===== config.mk =====
export PLATFORM = sky130hd
export DESIGN_NAME = seg7_capture_flat
export DESIGN_NICKNAME = d
export VERILOG_FILES = /design/src/rtl/seg7_capture_if.sv /design/src/rtl/seg7_capture.sv /design/src/flat_wrapper.sv
export SDC_FILE = /design/constraint.sdc
export NUM_CORES = 1
export LEC_CHECK = 0
export CORE_ASPECT_RATIO = 1.5
export CORE_MARGIN = 1
export CORE_UTILIZATION = 55
export CTS_BUF_LIST = sky130_fd_sc_hd__clkbuf_8 sky130_fd_sc_hd__clkbuf_16
export DETAILED_ROUTE_END_ITERATION = 10
export PLACE_DENSITY = 0.78
export SLEW_MARGIN = 20
export SYNTH_ARGS = -nofsm -noshare
export SYNTH_HDL_FRONTEND = slang
export SYNTH_SLANG_ARGS = --single-unit

===== constraint.sdc =====
create_clock -name clk -period 3.8 [get_ports clk]
set_input_delay 0.76 -clock clk [delete_from_list [all_inputs] [get_ports clk]]
set_output_delay 0.76 -clock clk [all_outputs]
set_load 0.005 [all_outputs]

===== src/rtl/seg7_capture_if.sv =====
// rtl/seg7_capture_if.sv - 7-segment capture bus: raw display lines in, decoded frame out
interface seg7_capture_if #(
    parameter int NDIG = 4
);
    logic [6:0]        segs_in;
    logic [NDIG-1:0]   an_in;
    logic [4*NDIG-1:0] value;
    logic              valid;
    logic              err;
    logic [NDIG-1:0]   bad_dig;

    modport master (
        output segs_in,
        output an_in,
        input  value,
        input  valid,
        input  err,
        input  bad_dig
    );

    modport slave (
        input  segs_in,
        input  an_in,
        output value,
        output valid,
        output err,
        output bad_dig
    );
endinterface


===== src/rtl/seg7_capture.sv =====
// rtl/seg7_capture.sv - recovers hex digits from a multiplexed 7-segment scan bus
module seg7_capture #(
    parameter int NDIG   = 4,
    parameter int STABLE = 4
) (
    input logic          clk,
    input logic          rst,
    seg7_capture_if.slave bus
);
    localparam int            CW      = (STABLE > 1) ? $clog2(STABLE) : 1;
    localparam logic [CW-1:0] CNT_MAX = CW'(STABLE - 1);

    logic [6:0]        seg_m_q, seg_m_d, seg_s_q, seg_s_d;
    logic [NDIG-1:0]   an_m_q, an_m_d, an_s_q, an_s_d;
    logic [6:0]        prev_seg_q, prev_seg_d;
    logic [NDIG-1:0]   prev_an_q, prev_an_d;
    logic [CW-1:0]     cnt_q, cnt_d;
    logic              armed_q, armed_d;
    logic [NDIG-1:0]   seen_q, seen_d;
    logic [4*NDIG-1:0] shadow_q, shadow_d;
    logic [NDIG-1:0]   shbad_q, shbad_d;
    logic [4*NDIG-1:0] value_q, value_d;
    logic              valid_q, valid_d;
    logic              err_q, err_d;
    logic [NDIG-1:0]   bad_q, bad_d;

    logic              one_hot;
    logic              same;
    logic              capture;
    logic              frame_done;
    logic [4:0]        dec;

    // Returns {bad, digit}; anything outside the 16 legal glyphs decodes as a bad 0.
    function automatic logic [4:0] decode(input logic [6:0] s);
        logic [4:0] r;
        case (s)
            7'h3F:   r = 5'h00;
            7'h06:   r = 5'h01;
            7'h5B:   r = 5'h02;
            7'h4F:   r = 5'h03;
            7'h66:   r = 5'h04;
            7'h6D:   r = 5'h05;
            7'h7D:   r = 5'h06;
            7'h07:   r = 5'h07;
            7'h7F:   r = 5'h08;
            7'h6F:   r = 5'h09;
            7'h77:   r = 5'h0A;
            7'h7C:   r = 5'h0B;
            7'h39:   r = 5'h0C;
            7'h5E:   r = 5'h0D;
            7'h79:   r = 5'h0E;
            7'h71:   r = 5'h0F;
            default: r = 5'h10;
        endcase
        return r;
    endfunction

    always_comb begin
        seg_m_d    = bus.segs_in;
        seg_s_d    = seg_m_q;
        an_m_d     = bus.an_in;
        an_s_d     = an_m_q;
        prev_seg_d = seg_s_q;
        prev_an_d  = an_s_q;

        one_hot    = $onehot(an_s_q);
        same       = one_hot && (an_s_q == prev_an_q) && (seg_s_q == prev_seg_q);
        dec        = decode(seg_s_q);
        frame_done = &seen_q;

        cnt_d   = cnt_q;
        armed_d = armed_q;
        if (!same) begin
            cnt_d   = '0;
            armed_d = 1'b1;
        end else if (cnt_q != CNT_MAX) begin
            cnt_d = cnt_q + 1'b1;
        end

        // A change this cycle re-arms immediately, so STABLE=1 captures on the first sample.
        capture = one_hot && (cnt_d == CNT_MAX) && (armed_q || !same);
        if (capture) begin
            armed_d = 1'b0;
        end

        shadow_d = shadow_q;
        shbad_d  = shbad_q;
        seen_d   = frame_done ? '0 : seen_q;
        if (capture) begin
            for (int i = 0; i < NDIG; i++) begin
                if (an_s_q[i]) begin
                    shadow_d[4*i +: 4] = dec[3:0];
                    shbad_d[i]         = dec[4];
                end
            end
            seen_d = seen_d | an_s_q;
        end

        value_d = value_q;
        bad_d   = bad_q;
        err_d   = err_q;
        valid_d = 1'b0;
        if (frame_done) begin
            value_d = shadow_q;
            bad_d   = shbad_q;
            err_d   = |shbad_q;
            valid_d = 1'b1;
        end
    end

    always_ff @(posedge clk or posedge rst) begin
        if (rst) begin
            seg_m_q    <= '0;
            seg_s_q    <= '0;
            an_m_q     <= '0;
            an_s_q     <= '0;
            prev_seg_q <= '0;
            prev_an_q  <= '0;
            cnt_q      <= '0;
            armed_q    <= 1'b1;
            seen_q     <= '0;
            shadow_q   <= '0;
            shbad_q    <= '0;
            value_q    <= '0;
            valid_q    <= 1'b0;
            err_q      <= 1'b0;
            bad_q      <= '0;
        end else begin
            seg_m_q    <= seg_m_d;
            seg_s_q    <= seg_s_d;
            an_m_q     <= an_m_d;
            an_s_q     <= an_s_d;
            prev_seg_q <= prev_seg_d;
            prev_an_q  <= prev_an_d;
            cnt_q      <= cnt_d;
            armed_q    <= armed_d;
            seen_q     <= seen_d;
            shadow_q   <= shadow_d;
            shbad_q    <= shbad_d;
            value_q    <= value_d;
            valid_q    <= valid_d;
            err_q      <= err_d;
            bad_q      <= bad_d;
        end
    end

    assign bus.value   = value_q;
    assign bus.valid   = valid_q;
    assign bus.err     = err_q;
    assign bus.bad_dig = bad_q;
endmodule


===== src/flat_wrapper.sv =====
// flat-port wrapper written by rule: the top's interface ports become plain ports
module seg7_capture_flat 
#(
    parameter int NDIG   = 4,
    parameter int STABLE = 4
)
  (clk, rst, bus_segs_in, bus_an_in, bus_value, bus_valid, bus_err, bus_bad_dig);
  seg7_capture_if #(.NDIG(NDIG)) bus_i ();
  input logic clk;
  input logic rst;
  input wire logic [$bits(bus_i.segs_in)-1:0] bus_segs_in;
  input wire logic [$bits(bus_i.an_in)-1:0] bus_an_in;
  output wire logic [$bits(bus_i.value)-1:0] bus_value;
  output wire logic [$bits(bus_i.valid)-1:0] bus_valid;
  output wire logic [$bits(bus_i.err)-1:0] bus_err;
  output wire logic [$bits(bus_i.bad_dig)-1:0] bus_bad_dig;
  assign bus_i.segs_in = bus_segs_in;
  assign bus_i.an_in = bus_an_in;
  assign bus_value = bus_i.value;
  assign bus_valid = bus_i.valid;
  assign bus_err = bus_i.err;
  assign bus_bad_dig = bus_i.bad_dig;
  seg7_capture #(.NDIG(NDIG), .STABLE(STABLE)) u_core (.clk(clk), .rst(rst), .bus(bus_i));
endmodule

==> impl_metrics.ini, run 1 <==
[finish]
final_nets = 310
final_layout_size_suffix_gt1_frac = 0.08389
fillcell_total = 392
regArea_mm2 = 0.002053
multi_input_comb_area_um2 = 959.7
area_growth_syn_to_layout_pct = 19.99
finalInstanceArea_mm2 = 0.003800
antenna-diode-count = 0

[routing]
viasPerCell = 5.212
total_via_count_in_the_routed_design = 1918
finalWirelength_um = 5188
drtAntennaViolNets = 0
detailedRoute.firstIterationViolations = 139
route.detailed.wl_per_inst_um = 14.10
detail_route.drc_violations = 0
dr.pass1.iters = 4

[clocking]
path_clk_slew_ps = 80
worstSkewPairLatency_ps = 340
cts.repair_timing.setup_buffer_count = 0
cts_tree = yes
cts_htree_levels = 3
clk_path_buf_depth = 2
cts.hold.buffers_added = 0
cts.repair.resized = 0
clkSinkCount = 82
num_cts_buffers = 9
clock-root-buffer = clkbuf_8

[hold_path]
hold_path_depth = 0
worst_hold_path_type = reg -> reg

[power_and_ir_drop]
vdd_ir_drop_max_v = 0.0003890
static-leakage-power_uw = 0.001805
power_density_mw_per_mm2 = 446.8
total_power_of_the_final_layout_uw = 1698

[worst_setup_path]
number_of_cells_traversed_by_the_worst_register_to_register_path = 8
critical-path-slowest-cell = and4_1
setup.worst_path.class = reg -> reg
cp-end-kind = flop
critical-path-top-cell-by-count = ha_1
path_delay_family = simple AND/OR/NAND/NOR gates
critical_path_cell_count = 8
cp_data_arrival_time_ps = 3270
worst-path-max-fanout = 7
start_kind = flop
timing.critical_path.slowest_cell_delay_ps = 520
timing.critical_path.cells = ha_1, ha_1, fa_1, or3b_4, nor3_1, and4_1, nand3_4, mux2i_1
worst-path-buf-inv = 0
data_required_time_at_the_worst_endpoint_ps = 3990

[grt]
remaining_global_route_overflow = 0
largest_net_degree_at_the_start_of_global_routing = 78
first_pass_grt_wire_length_um = 8597
first_global_vias = 1838
grtUsageTotal = 0.1973
initial_antenna_violation_count = 0

[timing]
timing.final.crit_period_ps = 3081
final_period_utilization = 0.8108
number_of_max_slew_violations_in_the_final_report = 0
finalWorstSetupSlack_ps = 719.1
timing_worst_slew_pin_value_ps = 679.2
totalNegativeSetupSlack_ps = 0
timing.final.hold_violations = 0
finalSetupViolations = 0
fin_worst_skew_ps = 8.649
slew_headroom = 0.5441
rsz_0062_raised_after_global_routing = false
clock.fmax_ghz = 0.3246

[synthesis]
count_of_state_elements_after_synthesis = 82
synthesis.area_per_instance_um2 = 12.23
synth_warnings = 0
synth_largest_type_area_fraction = 0.6401
postSynth.topFlopCell = dfrtp_1
ys_types = 39
number_of_flops_mapped_to_enable_cells_by_yosys = 0
ys_seq_area_frac = 0.6484
synth.top_cells.by_area = dfrtp_1, mux2i_1, nand2_1
async_flop_share = 1.000
syn_area_mm2 = 0.003167
syn-num-nets = 276
synthesis.instances = 259
synth_top_cell_by_area = dfrtp_1

[placement]
port-buffer-count = 34
place_congestion = 0.7841
dpl_ws_ps = 675.5
dpl-instance-area_mm2 = 0.003562
place_hpwl_um = 3573

[die]
chipHeight_um = 94.94
fp-row-count = 33
ioPinCount = 35
effective_utilization_at_floorplan = 0.5767
core_region_area_mm2 = 0.005492
design.die.area_mm2 = 0.006072
overall_die_width_um = 63.96

[job]
timing.max_cap.violations = 0

[outcome]
run_status = finished clean
==> kinds of logic after synthesis <==
kind of cell,after synthesis,synth area share
AO/OA/AOI/OAI,38,0.06954
multiplexers,21,0.06638
adder cells (fa/ha/maj),4,0.01818
flip-flops,82,0.6484
XOR/XNOR,12,0.03319
AND/OR/NAND/NOR,64,0.1158
buffers and inverters,38,0.04859
==> layout by cell type, fill, tap and decap left out, types with 3 or more instances in the layout <==
master	count
ha_1	3
nand2_1	36
nand3_4	4
mux2i_1	21
clkbuf_8	12
or3_1	3
o21ai_0	23
nor3_1	3
nor4_1	4
inv_1	25
a21oi_1	4
clkdlybuf4s50_1	34
o32ai_1	3
dfrtp_1	81
xor2_1	10
==> where the power goes <==
group / internal (uW) / leakage [uW] / switching [uW]
clock network: 424 / 0.000124 / 294
logic: 33.1 / 0.000615 / 36.9
registers: 890 / 0.00107 / 19.9
==> per-layer routing <==
metal,vias up,global-route usage,share of wire
met1,932,0.2255,0.41
met2,52,0.3316,0.54
met3,7,0.05556,0.037
li1,927,-,-
met4,0,0.1098,0.016
met5,-,0,0
==> path summary, 6_finish.rpt <==
kind                                                endpoint                       start  slack [ps]
setup / recovery              u_core.shadow_q[5]$_DFFE_PP0P_  u_core.an_s_q[2]$_DFF_PP0_         720
hold / removal                    u_core.an_s_q[1]$_DFF_PP0_  u_core.an_m_q[1]$_DFF_PP0_         350
setup reg to reg              u_core.shadow_q[5]$_DFFE_PP0P_  u_core.an_s_q[2]$_DFF_PP0_         720
hold reg to reg                   u_core.an_s_q[1]$_DFF_PP0_  u_core.an_m_q[1]$_DFF_PP0_         350
max in group asynchronous         u_core.armed_q$_DFFE_PP1P_                         rst        2550
min in group asynchronous  u_core.bus.bad_dig[1]$_DFFE_PP0P_                         rst         610
==> sequential cells by signal, indices dropped and copies added (netlist names), 4 cells and up <==
register	flops
u_core.seg_m_q	7
u_core.an_m_q	4
u_core.shbad_q	4
u_core.prev_an_q	4
u_core.bus.bad_dig	4
u_core.bus.value	16
u_core.an_s_q	4
u_core.prev_seg_q	7
u_core.shadow_q	16
u_core.prev_seg_d	7
u_core.seen_q	4
==> Yosys cell counts (2+ instances only) <==
| cell | number |
|---|---|
| a21oi_1 | 4 |
| mux2i_1 | 21 |
| nor4_1 | 4 |
| or3_1 | 3 |
| buf_2 | 3 |
| o21ai_0 | 23 |
| nand3_1 | 2 |
| xor2_1 | 10 |
| inv_1 | 25 |
| nor3_1 | 3 |
| dfrtp_1 | 81 |
| o22ai_1 | 2 |
| nand2_1 | 36 |
| o32ai_1 | 3 |
| ha_1 | 3 |
| clkbuf_1 | 8 |
| xnor2_1 | 2 |
| nand3_4 | 4 |
| o21a_1 | 2 |
==> metrics by stage <==
step             util  hold slack [ps]  instances
6_report       0.6920            349.1        368
5_1_grt        0.6920            359.1        368
4_1_cts        0.6920            353.2        368
3_5_place_dp   0.6487            335.6        352
3_3_place_gp   0.6487            333.5        352
2_1_floorplan       -            331.2        259
==> area by class of cell <==
cell class,instances,area share
Clock inverter,4,0.01910
Inverter,25,0.02470
Tap cell,70,0.02305
Multi-Input combinational cell,139,0.2526
Clock buffer,12,0.04346
Sequential cell,82,0.5403
Timing Repair Buffer,36,0.09681
Power figures use the tool's default switching activity.
==> inputs of run 2 (changes only) <==
==> constraint.sdc (replaced) <==
create_clock -name clk -period 2.9 [get_ports clk]
set_input_delay 0.58 -clock clk [delete_from_list [all_inputs] [get_ports clk]]
set_output_delay 0.58 -clock clk [all_outputs]
set_load 0.005 [all_outputs]
==> impl_metrics.ini, run 2 (synthesis results as in run 1) <==
[timing]
number_of_max_slew_violations_in_the_final_report = 0
totalNegativeSetupSlack_ps = 0
fin_worst_skew_ps = 11.27
timing.final.hold_violations = 0
finalWorstSetupSlack_ps = 124.6
finalSetupViolations = 0
slew_headroom = 0.4980
final_period_utilization = 0.9570
clock.fmax_ghz = 0.3603
timing_worst_slew_pin_value_ps = 748.5
rsz_0062_raised_after_global_routing = false
timing.final.crit_period_ps = 2775

[grt]
grtUsageTotal = 0.1979
largest_net_degree_at_the_start_of_global_routing = 45
initial_antenna_violation_count = 0
first_global_vias = 1932
remaining_global_route_overflow = 0
first_pass_grt_wire_length_um = 8776

[worst_setup_path]
number_of_cells_traversed_by_the_worst_register_to_register_path = 9
start_kind = flop
timing.critical_path.slowest_cell_delay_ps = 440
cp_data_arrival_time_ps = 2970
worst-path-max-fanout = 7
cp-end-kind = flop
critical-path-slowest-cell = fa_1
timing_startpoint_of_the_critical_path = u_core.an_s_q[2]$_DFF_PP0_
timing.critical_path.cells = ha_1, ha_1, fa_1, or3b_4, nor3_1, and4_1, buf_12, nand3_4, mux2i_1
worstReg2RegEnd = u_core.shadow_q[7]$_DFFE_PP0P_
data_required_time_at_the_worst_endpoint_ps = 3090
setup.worst_path.class = reg -> reg
timing.reg2reg.setup_slack_ps = 120
critical-path-top-cell-by-count = ha_1
regToRegStartpoint = u_core.an_s_q[2]$_DFF_PP0_
critical_path.endpoint = u_core.shadow_q[7]$_DFFE_PP0P_

[routing]
detail_route.drc_violations = 0
total_via_count_in_the_routed_design = 1912
viasPerCell = 5.112
drtAntennaViolNets = 0
dr.pass1.iters = 4
finalWirelength_um = 5116
detailedRoute.firstIterationViolations = 75
route.detailed.wl_per_inst_um = 13.68

[finish]
final_layout_size_suffix_gt1_frac = 0.09868
layout_commonest_cell = dfrtp_1
layout_common_cells = dfrtp_1, nand2_1, clkdlybuf4s50_1
finalInstanceArea_mm2 = 0.003839
antenna-diode-count = 0
fillcell_total = 403
area_growth_syn_to_layout_pct = 21.22
final_nets = 316

[die]
ioPinCount = 35
effective_utilization_at_floorplan = 0.5767
design.die.area_mm2 = 0.006072
core_region_area_mm2 = 0.005492
fp-row-count = 33
overall_die_width_um = 63.96
chipHeight_um = 94.94

[clocking]
cts_htree_levels = 3
clkSinkCount = 82
worstSkewPairLatency_ps = 340
cts_tree = yes
cts.repair_timing.setup_buffer_count = 0
cts.hold.buffers_added = 0
num_cts_buffers = 9
cts.repair.resized = 0
clock-root-buffer = clkbuf_8
clk_path_buf_depth = 2
path_clk_slew_ps = 70

[power_and_ir_drop]
power_density_mw_per_mm2 = 565.7
vdd_ir_drop_max_v = 0.0004394
static-leakage-power_uw = 0.001832
total_power_of_the_final_layout_uw = 2171

[hold_path]
worst_hold_path_type = reg -> reg

[placement]
dpl_ws_ps = 142.6
place_hpwl_um = 3685
place_congestion = 0.7322
dpl-instance-area_mm2 = 0.003620
port-buffer-count = 34

[outcome]
run_status = finished clean

[job]
timing.max_cap.violations = 0
-- run 2: final cells by class --
type	instances	area [um2]	area share
Sequential cell	82	2053	0.5349
Multi-Input combinational cell	139	959.7	0.2500
Timing Repair Buffer	42	425.4	0.1108
Clock buffer	10	137.6	0.03585
Inverter	25	93.84	0.02445
Tap cell	70	87.58	0.02282
Clock inverter	6	81.33	0.02119
-- run 2: worst min path at each step --
stage	cells after the start	from	endpoint	slack (ps)
after floorplan	0	u_core.an_m_q[0]$_DFF_PP0_	u_core.an_s_q[0]$_DFF_PP0_	330
after global placement	0	u_core.an_m_q[2]$_DFF_PP0_	u_core.an_s_q[2]$_DFF_PP0_	330
after detailed placement	0	u_core.an_m_q[0]$_DFF_PP0_	u_core.an_s_q[0]$_DFF_PP0_	340
after CTS	0	u_core.an_m_q[1]$_DFF_PP0_	u_core.an_s_q[1]$_DFF_PP0_	350
after global routing	0	u_core.seg_m_q[0]$_DFF_PP0_	u_core.prev_seg_d[0]$_DFF_PP0_	360
final	0	u_core.an_m_q[1]$_DFF_PP0_	u_core.an_s_q[1]$_DFF_PP0_	350
-- run 2: power breakdown --
part           switching (uW)  internal, uW  leakage [uW]  total (uW)
clock network             379           504      0.000119         883
registers                22.4          1170       0.00107        1190
logic                    52.8          47.8      0.000647         101
total                     454          1720       0.00183        2170
-- run 2: metal layers --
metal	share of wire	vias to the layer above	GRT usage
li1	-	942	-
met2	0.56	38	0.3573
met3	0.025	7	0.03986
met1	0.40	925	0.2166
met5	0	-	0
met4	0.021	0	0.1042
-- run 2: critical path: cells and delay by family, from the launching register on --
| kind | cells | cell delay [ps] |
|---|---|---|
| mux | 1 | 170 |
| buf+inv | 1 | 140 |
| fa+ha+maj | 3 | 970 |
| simple gates | 4 | 970 |
| flops | 1 | 390 |
-- run 2: through the flow --
step             util  hold slack, ps  cells
2_1_floorplan       -           331.2    259
3_3_place_gp   0.6591           332.3    358
3_5_place_dp   0.6591           336.5    358
4_1_cts        0.6990           354.3    374
5_1_grt        0.6990           360.3    374
6_report       0.6990           350.6    374
